File: src/rtl/count_frame_serializer.sv
// count_frame_serializer: captures {addr, count_in} on a rising edge of the
// sequencer load strobe and shifts it out MSB first as a serial frame
// (ser_clk / ser_data / ser_frame). Receiver samples ser_data on ser_clk rise.
// Optional feature macro: SER_PARITY_EN appends an even-parity bit to the frame.
module count_frame_serializer #(
   parameter int CNT_W   = 16,
   parameter int ADDR_W  = 3,
   parameter int BIT_DIV = 4
) (
   input  logic              clk,
   input  logic              reset,
   input  logic              sl,
   input  logic [ADDR_W-1:0] addr,
   input  logic [CNT_W-1:0]  count_in,
   input  logic              ovr_clr,
   output logic              ser_clk,
   output logic              ser_data,
   output logic              ser_frame,
   output logic              busy,
   output logic              done,
   output logic              overrun
);

`ifdef SER_PARITY_EN
   localparam int N = ADDR_W + CNT_W + 1;
`else
   localparam int N = ADDR_W + CNT_W;
`endif
   localparam int BCW = (N > 2) ? $clog2(N) : 1;
   localparam int DW  = (BIT_DIV > 1) ? $clog2(BIT_DIV) : 1;
   localparam logic [DW-1:0] DIV_LAST = DW'(BIT_DIV - 1);

   typedef enum logic [1:0] {IDLE, SHIFT_LO, SHIFT_HI, DONE} state_t;

   state_t         state, state_n;
   logic           sl_q;
   logic [N-1:0]   shreg, shreg_n;
   logic [BCW-1:0] bit_cnt, bit_cnt_n;
   logic [DW-1:0]  div_cnt, div_cnt_n;
   logic           ser_clk_n, ser_data_n, ser_frame_n, busy_n, done_n, overrun_n;
   logic           sl_rise;
   logic [N-1:0]   word_ld;

   assign sl_rise = sl & ~sl_q;

   // Frame word as loaded into the shifter; parity bit rides last when enabled
   always_comb begin
`ifdef SER_PARITY_EN
      word_ld = {addr, count_in, ^{addr, count_in}};
`else
      word_ld = {addr, count_in};
`endif
   end

   // State and all registered outputs; everything drops asynchronously on reset
   always_ff @(posedge clk or posedge reset) begin
      if (reset) begin
         state     <= IDLE;
         sl_q      <= 1'b0;
         shreg     <= '0;
         bit_cnt   <= '0;
         div_cnt   <= '0;
         ser_clk   <= 1'b0;
         ser_data  <= 1'b0;
         ser_frame <= 1'b0;
         busy      <= 1'b0;
         done      <= 1'b0;
         overrun   <= 1'b0;
      end else begin
         state     <= state_n;
         sl_q      <= sl;
         shreg     <= shreg_n;
         bit_cnt   <= bit_cnt_n;
         div_cnt   <= div_cnt_n;
         ser_clk   <= ser_clk_n;
         ser_data  <= ser_data_n;
         ser_frame <= ser_frame_n;
         busy      <= busy_n;
         done      <= done_n;
         overrun   <= overrun_n;
      end
   end

   // Next-state and next-output logic; each half bit lasts BIT_DIV cycles
   always_comb begin
      state_n     = state;
      shreg_n     = shreg;
      bit_cnt_n   = bit_cnt;
      div_cnt_n   = div_cnt;
      ser_clk_n   = ser_clk;
      ser_data_n  = ser_data;
      ser_frame_n = ser_frame;
      busy_n      = busy;
      done_n      = 1'b0;
      overrun_n   = overrun;

      case (state)
         IDLE: begin
            if (sl_rise) begin
               state_n     = SHIFT_LO;
               shreg_n     = word_ld;
               bit_cnt_n   = BCW'(N - 1);
               div_cnt_n   = '0;
               ser_frame_n = 1'b1;
               busy_n      = 1'b1;
               ser_clk_n   = 1'b0;
               ser_data_n  = word_ld[N-1];
            end
         end
         SHIFT_LO: begin
            if (div_cnt == DIV_LAST) begin
               div_cnt_n = '0;
               ser_clk_n = 1'b1;
               state_n   = SHIFT_HI;
            end else begin
               div_cnt_n = div_cnt + DW'(1);
            end
         end
         SHIFT_HI: begin
            if (div_cnt == DIV_LAST) begin
               div_cnt_n = '0;
               ser_clk_n = 1'b0;
               if (bit_cnt == '0) begin
                  state_n     = DONE;
                  ser_frame_n = 1'b0;
                  ser_data_n  = 1'b0;
                  done_n      = 1'b1;
               end else begin
                  shreg_n    = shreg << 1;
                  ser_data_n = shreg[N-2];
                  bit_cnt_n  = bit_cnt - BCW'(1);
                  state_n    = SHIFT_LO;
               end
            end else begin
               div_cnt_n = div_cnt + DW'(1);
            end
         end
         DONE: begin
            busy_n  = 1'b0;
            state_n = IDLE;
         end
         default: state_n = IDLE;
      endcase

      // A strobe outside IDLE is dropped but remembered; set beats clear
      if (sl_rise && state != IDLE)
         overrun_n = 1'b1;
      else if (ovr_clr)
         overrun_n = 1'b0;
   end

endmodule

File: config.mk
export PLATFORM = sky130hd
export DESIGN_NAME = count_frame_serializer
export DESIGN_NICKNAME = d
export VERILOG_FILES = /design/src/rtl/count_frame_serializer.sv
export SDC_FILE = /design/constraint.sdc
export NUM_CORES = 1
export LEC_CHECK = 0
export CORE_ASPECT_RATIO = 0.5
export CORE_MARGIN = 4
export CORE_UTILIZATION = 40
export CTS_CLUSTER_DIAMETER = 60
export CTS_CLUSTER_SIZE = 25
export DETAILED_ROUTE_END_ITERATION = 16
export PLACE_DENSITY = 0.73
export SLEW_MARGIN = 20
export SYNTH_ARGS = -nofsm -noshare
export SYNTH_HDL_FRONTEND = slang
export SYNTH_SLANG_ARGS = --single-unit
File: constraint.sdc
create_clock -name clk -period 2.15 [get_ports clk]
set_clock_uncertainty 0.1 [all_clocks]
set_input_delay 0.215 -clock clk [delete_from_list [all_inputs] [get_ports clk]]
set_output_delay 0.215 -clock clk [all_outputs]
set_load 0.01 [all_outputs]
==> results of run 1 <==
[layout make-up]
class	count	area (um2)
fill	360	1790
clock buffer	6	82.6
tap	54	67.6
timing repair inverter	1	7.51
multi-input combinational	95	711
timing repair buffer	40	374
sequential	34	851
inverter	10	41.3
[cells by family after synthesis]
family / Yosys count / synth area share [%]
AOI/OAI and AO/OA: 45 / 21.0
and+or+nand+nor: 40 / 14.5
DFF: 34 / 52.0
buffers and inverters: 19 / 5.20
adders and majority gates: 7 / 5.35
muxes: 3 / 1.91
[metrics by stage]
stage          hold WS, ns  setup WS [ns]
2_1_floorplan        0.146         0.0989
3_3_place_gp         0.382          0.111
3_5_place_dp         0.387         0.0652
4_1_cts              0.246         0.0366
5_1_grt              0.272         0.0126
6_report             0.228         0.0898
[critical path: stages (launching register included)]
cell                      delay (ns)
sky130_fd_sc_hd__dfrtp_1        0.40
sky130_fd_sc_hd__inv_1          0.11
sky130_fd_sc_hd__ha_1           0.25
sky130_fd_sc_hd__mux2i_1        0.17
sky130_fd_sc_hd__a21o_2         0.29
sky130_fd_sc_hd__or4_1          0.50
sky130_fd_sc_hd__o221a_2        0.14
[layer usage]
metal,GRT usage [%],part of all wire (%),vias to the layer above
met5,0,0,-
met4,3.63,0.44,0
met3,4.87,3.2,2
met2,22.5,46,21
met1,20.7,50,638
li1,-,-,641
[power breakdown]
group	total, mW	switching, mW	internal (mW)
clock network	0.454	0.207	0.247
registers	1.06	0.170	0.891
logic	1.34	0.678	0.661
[synth_stat cells (all sizes together), types with 3 or more instances]
| cell type | number | share of area [%] |
|---|---|---|
| nor2 | 9 | 2.1 |
| nand2b | 3 | 1.1 |
| o21ai | 10 | 3.1 |
| or4 | 13 | 6.0 |
| ha | 7 | 5.4 |
| a21oi | 7 | 2.1 |
| o22ai | 5 | 1.9 |
| dfrtp | 34 | 52 |
| inv | 10 | 2.3 |
| clkbuf | 5 | 1.1 |
| o221a | 12 | 8.3 |
| nand2 | 7 | 1.6 |
| buf | 4 | 1.8 |
[sequential cells by signal, summed over array words and instances (netlist names), 2 cells and up]
signal,cells
state,2
bit_cnt,5
shreg,18
div_cnt,2
[path summary, 6_finish.rpt]
| check | start | to | slack [ns] | cells past startpoint |
|---|---|---|---|---|
| worst min-delay path | reset | busy$_DFFE_PP0P_ | 0.23 | 3 |
| worst max register to register | state[0]$_DFFE_PP0P_ | shreg[14]$_DFFE_PP0P_ | 0.09 | 6 |
| worst min register to register | busy$_DFFE_PP0P_ | busy$_DFFE_PP0P_ | 0.40 | 1 |
| max in group asynchronous | reset | shreg[4]$_DFFE_PP0P_ | 1.41 | 3 |
| worst max-delay path | state[0]$_DFFE_PP0P_ | shreg[14]$_DFFE_PP0P_ | 0.09 | 6 |
| min in group clk | sl | sl_q$_DFF_PP0_ | 0.35 | 1 |
[repair_timing]
action                                  in CTS  in global routing
resized for setup                            0                  6
endpoints found under the setup margin       0                 12
setup buffers                                0                  0
==> impl_metrics.py, run 1 <==
metrics = {
    "outcome": {
        "outcome": "finished clean",
    },
    "floorplanning": {
        "die_x_um": 98.5,
        "core_um2": 3920,
        "initial_core_util_pct": 41.7,
        "io-pin-count": 29,
        "die_extent_in_y_um": 53.2,
        "rows": 16,
        "design.die.area_um2": 5240,
    },
    "cells_and_area": {
        "layout-drive-gt1-share_pct": 21.0,
        "layout_common_cells": "34 x sky130_fd_sc_hd__dfrtp_1, 28 x sky130_fd_sc_hd__clkdlybuf4s50_1, 13 x sky130_fd_sc_hd__or4_1",
        "fin_cells": 240,
        "nNetsFinal": 217,
        "mostFrequentLayoutCell": "sky130_fd_sc_hd__dfrtp_1",
        "final_core_utilization_pct": 54.4,
        "diodes": 0,
        "areaGrowthSynthToFinish_pct": 30.4,
        "final_design_area_excluding_fillers_um2": 2130,
    },
    "cts": {
        "cts_htree_levels": 2,
        "root_buffer": "sky130_fd_sc_hd__clkbuf_8",
        "cts_hold_buf": 0,
        "cts_buffers": 5,
        "cts_sinks": 34,
        "cts_tree": "done",
        "worst_setup_hold_path_clk_slew_ns": 0.06,
        "clkLatencyLatePin_ns": 0.28,
        "clock_path_buffers": 2,
    },
    "sta": {
        "setup_viol": 0,
        "rsz0062_at_grt": "false",
        "worst_slew_pin_slew_ns": 0.440,
        "finalHoldViolations": 0,
        "timing.final.max_slew_violations": 0,
        "setup_tns_ns": 0,
        "fin_crit_sh_pct": 95.8,
        "timing.final.crit_period_ns": 2.06,
        "clock.fmax_ghz": 0.485,
        "timing.slew.headroom_pct": 70.6,
    },
    "synth": {
        "synth_enable_flop_cells": 0,
        "async_flop_share_pct": 100,
        "synth_nets": 178,
        "syn_avg_cell_area_um2": 11.1,
        "yosys_register_bits": 34,
        "netlist_area_um2": 1640,
        "synth_warnings": 0,
        "post_synth_inst_count": 148,
        "top_ff_cell_synth": "sky130_fd_sc_hd__dfrtp_1",
        "yosysSeqAreaShare_pct": 52.0,
        "synthDistinctLibCells": 34,
    },
    "routing": {
        "antenna_violating_nets_post_route": 0,
        "wirelength_um": 3620,
        "router_iterations_before_antenna_repair": 4,
        "vias_per_cell": 5.43,
        "routed-via-count": 1302,
        "wl_per_cell_um": 15.1,
        "drc": 0,
        "drtIter0Drc": 50,
    },
    "worst_setup_path": {
        "worst_setup_path_end_kind": "flop",
        "worst_setup_path_start_kind": "flop",
        "crit_fanout": 14,
        "cp.required_ns": 2.21,
        "timing.setup.critical_path_class": "reg2reg",
        "timing.critical_path.arrival_ns": 2.12,
    },
    "power_and_ir_drop": {
        "power_density_nw_per_um2": 1340,
        "cellLeakagePower_nw": 0.860,
        "power_mw": 2.85,
        "worst_ir_drop_vdd_uv": 548,
    },
    "global_route": {
        "grt.overflow.total": 0,
        "grt_antenna_before_repair": 0,
        "track_usage_pct": 14.9,
        "grt_pass1_wl_um": 6130,
        "grt_max_degree": 35,
        "first_global_vias": 1313,
    },
    "placed_design": {
        "dp.cells": 233,
        "portBuffers": 28,
        "postPlaceCellArea_um2": 2030,
        "finalWeightedCongestion": 0.858,
        "hpwl_um": 2510,
    },
    "job": {
        "max-cap-violations": 0,
    },
    "hold_path": {
        "holdCritPathClass": "in2async",
    },
}
Note: power is estimated with default switching activity, not from simulation.
==> run 2, diff against run 1 <==
--- a/config.mk
+++ b/config.mk
@@ -11,6 +11,7 @@
 export CTS_CLUSTER_DIAMETER = 60
 export CTS_CLUSTER_SIZE = 25
 export DETAILED_ROUTE_END_ITERATION = 16
+export HOLD_SLACK_MARGIN = 0.05
 export PLACE_DENSITY = 0.73
 export SLEW_MARGIN = 20
 export SYNTH_ARGS = -nofsm -noshare
==> results of run 2 <==
Final layout, timing and power as in run 1 (identical DEF).
==> run 3, diff against run 2 <==
--- a/config.mk
+++ b/config.mk
@@ -9,10 +9,10 @@
 export CORE_MARGIN = 4
 export CORE_UTILIZATION = 40
 export CTS_CLUSTER_DIAMETER = 60
-export CTS_CLUSTER_SIZE = 25
+export CTS_CLUSTER_SIZE = 8
 export DETAILED_ROUTE_END_ITERATION = 16
 export HOLD_SLACK_MARGIN = 0.05
-export PLACE_DENSITY = 0.73
+export PLACE_DENSITY = 0.66
 export SLEW_MARGIN = 20
 export SYNTH_ARGS = -nofsm -noshare
 export SYNTH_HDL_FRONTEND = slang
==> constraint.sdc (replaced) <==
create_clock -name clk -period 1.7 [get_ports clk]
set_clock_uncertainty 0.1 [all_clocks]
set_input_delay 0.17 -clock clk [delete_from_list [all_inputs] [get_ports clk]]
set_output_delay 0.17 -clock clk [all_outputs]
set_load 0.01 [all_outputs]
==> impl_metrics.py, run 3 (synthesis gave the netlist of run 1 again) <==
metrics = {
    "outcome": {
        "outcome": "complete, but fails checks",
        "failed_checks": "setup timing",
    },
    "cts": {
        "cts_tree": "done",
        "cts_htree_levels": 2,
        "cts_hold_buf": 0,
        "cts_sinks": 34,
        "root_buffer": "sky130_fd_sc_hd__clkbuf_8",
        "cts_buffers": 5,
        "worst_setup_hold_path_clk_slew_ns": 0.08,
        "clkLatencyLatePin_ns": 0.29,
        "clock_path_buffers": 2,
    },
    "worst_setup_path": {
        "timing.reg2reg.setup_slack_ns": -0.18,
        "timing.rr.start": "state[0]$_DFFE_PP0P_",
        "worst_setup_path_end_kind": "flop",
        "cp.required_ns": 1.79,
        "worst_setup_path_start_kind": "flop",
        "critPathSlowestCell": "sky130_fd_sc_hd__or4_4",
        "timing.reg2reg.worst_path_depth": 6,
        "worst_path_largest_cell_delay_ns": 0.56,
        "critical_path.reg2reg.endpoint": "shreg[13]$_DFFE_PP0P_",
        "timing.setup.critical_path_class": "reg2reg",
        "cell_chain_critical_path": "inv_2, ha_4, buf_6, clkinvlp_4, or4_4, o221a_2",
        "crit_fanout": 7,
        "timing.critical_path.arrival_ns": 1.96,
    },
    "sta": {
        "clock.fmax_ghz": 0.533,
        "finalHoldViolations": 0,
        "fin_crit_sh_pct": 110,
        "setup_viol": 23,
        "rsz0062_at_grt": "true",
        "timing.final.max_slew_violations": 0,
        "layout_setup_ws_ns": -0.176,
        "worst_slew_pin_slew_ns": 0.416,
        "fin_worst_hold_slack_ns": 0.0602,
        "timing.final.crit_period_ns": 1.88,
        "timing.slew.headroom_pct": 72.1,
    },
    "placed_design": {
        "finalWeightedCongestion": 0.762,
        "hpwl_um": 2760,
        "portBuffers": 28,
    },
    "hold_path": {
        "holdCritPathClass": "in2async",
    },
    "power_and_ir_drop": {
        "power_density_nw_per_um2": 1940,
        "power_mw": 5.17,
        "worst_ir_drop_vdd_uv": 1220,
        "cellLeakagePower_nw": 1.08,
    },
    "floorplanning": {
        "die_x_um": 98.5,
        "design.die.area_um2": 5240,
        "core_um2": 3920,
        "die_extent_in_y_um": 53.2,
        "initial_core_util_pct": 41.7,
        "io-pin-count": 29,
        "rows": 16,
    },
    "cells_and_area": {
        "areaGrowthSynthToFinish_pct": 62.7,
        "area_used_by_multi_input_combinational_logic_um2": 918,
        "regArea_um2": 852,
        "filler_instances": 281,
        "layout-drive-gt1-share_pct": 43.1,
        "diodes": 0,
        "nNetsFinal": 245,
        "top_regs": "shreg x18, bit_cnt x5",
        "layout_common_cells": "33 x sky130_fd_sc_hd__dfrtp_1, 28 x sky130_fd_sc_hd__clkdlybuf4s50_1, 26 x sky130_fd_sc_hd__buf_4",
        "mostFrequentLayoutCell": "sky130_fd_sc_hd__dfrtp_1",
        "regMostFlops": "shreg",
        "largest_reg_flops": 18,
    },
    "routing": {
        "drc": 0,
        "antenna_violating_nets_post_route": 0,
        "vias_per_cell": 5.47,
        "wirelength_um": 4690,
        "drtIter0Drc": 68,
        "router_iterations_before_antenna_repair": 4,
        "routed-via-count": 1478,
        "wl_per_cell_um": 17.4,
    },
    "job": {
        "max-cap-violations": 0,
    },
    "global_route": {
        "grt.overflow.total": 0,
        "grt_pass1_wl_um": 7250,
        "first_global_vias": 1481,
        "grt_max_degree": 27,
        "track_usage_pct": 18.1,
        "grt_antenna_before_repair": 0,
    },
}
[run 3: cell count changes in the layout (fill, tap and decap cells not counted), sizes merged]
cell,change
buf,+27
bufinv,+2
a21o,+1
[run 3: layer usage]
layer	up-vias	wire length [um]	track usage (%)
li1	694	-	-
met1	738	2030	23.8
met2	42	2310	29.2
met3	4	307	5.13
met4	0	47	6.12
met5	-	0	0
[run 3: worst max path at each step]
| stage | from | end | slack (ns) | cells past startpoint |
|---|---|---|---|---|
| after floorplan | state[0]$_DFFE_PP0P_ | shreg[10]$_DFFE_PP0P_ | -0.29 | 8 |
| after detailed placement | state[1]$_DFFE_PP0P_ | shreg[17]$_DFFE_PP0P_ | -0.29 | 6 |
| final | state[0]$_DFFE_PP0P_ | shreg[13]$_DFFE_PP0P_ | -0.18 | 6 |
| after global routing | state[0]$_DFFE_PP0P_ | shreg[14]$_DFFE_PP0P_ | -0.22 | 6 |
| after global placement | state[1]$_DFFE_PP0P_ | shreg[17]$_DFFE_PP0P_ | -0.27 | 6 |
| after CTS | state[0]$_DFFE_PP0P_ | shreg[15]$_DFFE_PP0P_ | -0.14 | 6 |
[run 3: layout make-up]
class,instances,area share (%)
clock buffers,6,3.10
clock inverters,2,2.26
inverters,10,1.55
multi-input cells,96,34.5
flip-flops and latches,34,32.0
well taps,54,2.54
repair buffers,67,23.8
repair inverters,1,0.282
[run 3: report_power, final]
part           switching (mW)  internal (mW)  total, mW
registers               0.233           1.13       1.36
logic                    1.32           1.54       2.86
clock network           0.319          0.626      0.945
[run 3: critical path: cells and delay by family (launching register included)]
family / cells / cell delay, ns
flops: 1 / 0.39
buf+inv: 3 / 0.42
compound gates: 1 / 0.13
fa+ha+maj: 1 / 0.17
simple gates: 1 / 0.56
[run 3: through the flow]
stage	worst slack (ns)	instance area, um2	setup TNS, ns	std cells	utilization (%)
2_1_floorplan	-0.292	1660	-3.20	148	-
3_3_place_gp	-0.266	2220	-3.89	252	56.5
5_1_grt	-0.220	2660	-4.08	270	67.9
4_1_cts	-0.144	2520	-1.73	267	64.3
6_report	-0.176	2660	-2.53	270	67.9
3_5_place_dp	-0.289	2220	-4.53	252	56.5
[run 3: timing repair]
| action | in CTS | in global routing |
|---|---|---|
| setup buffers | 6 | 5 |
| endpoints found under the setup margin | 26 | 28 |
| pin swaps | 18 | 10 |
| gates cloned | 2 | 1 |
| resized for setup | 25 | 30 |
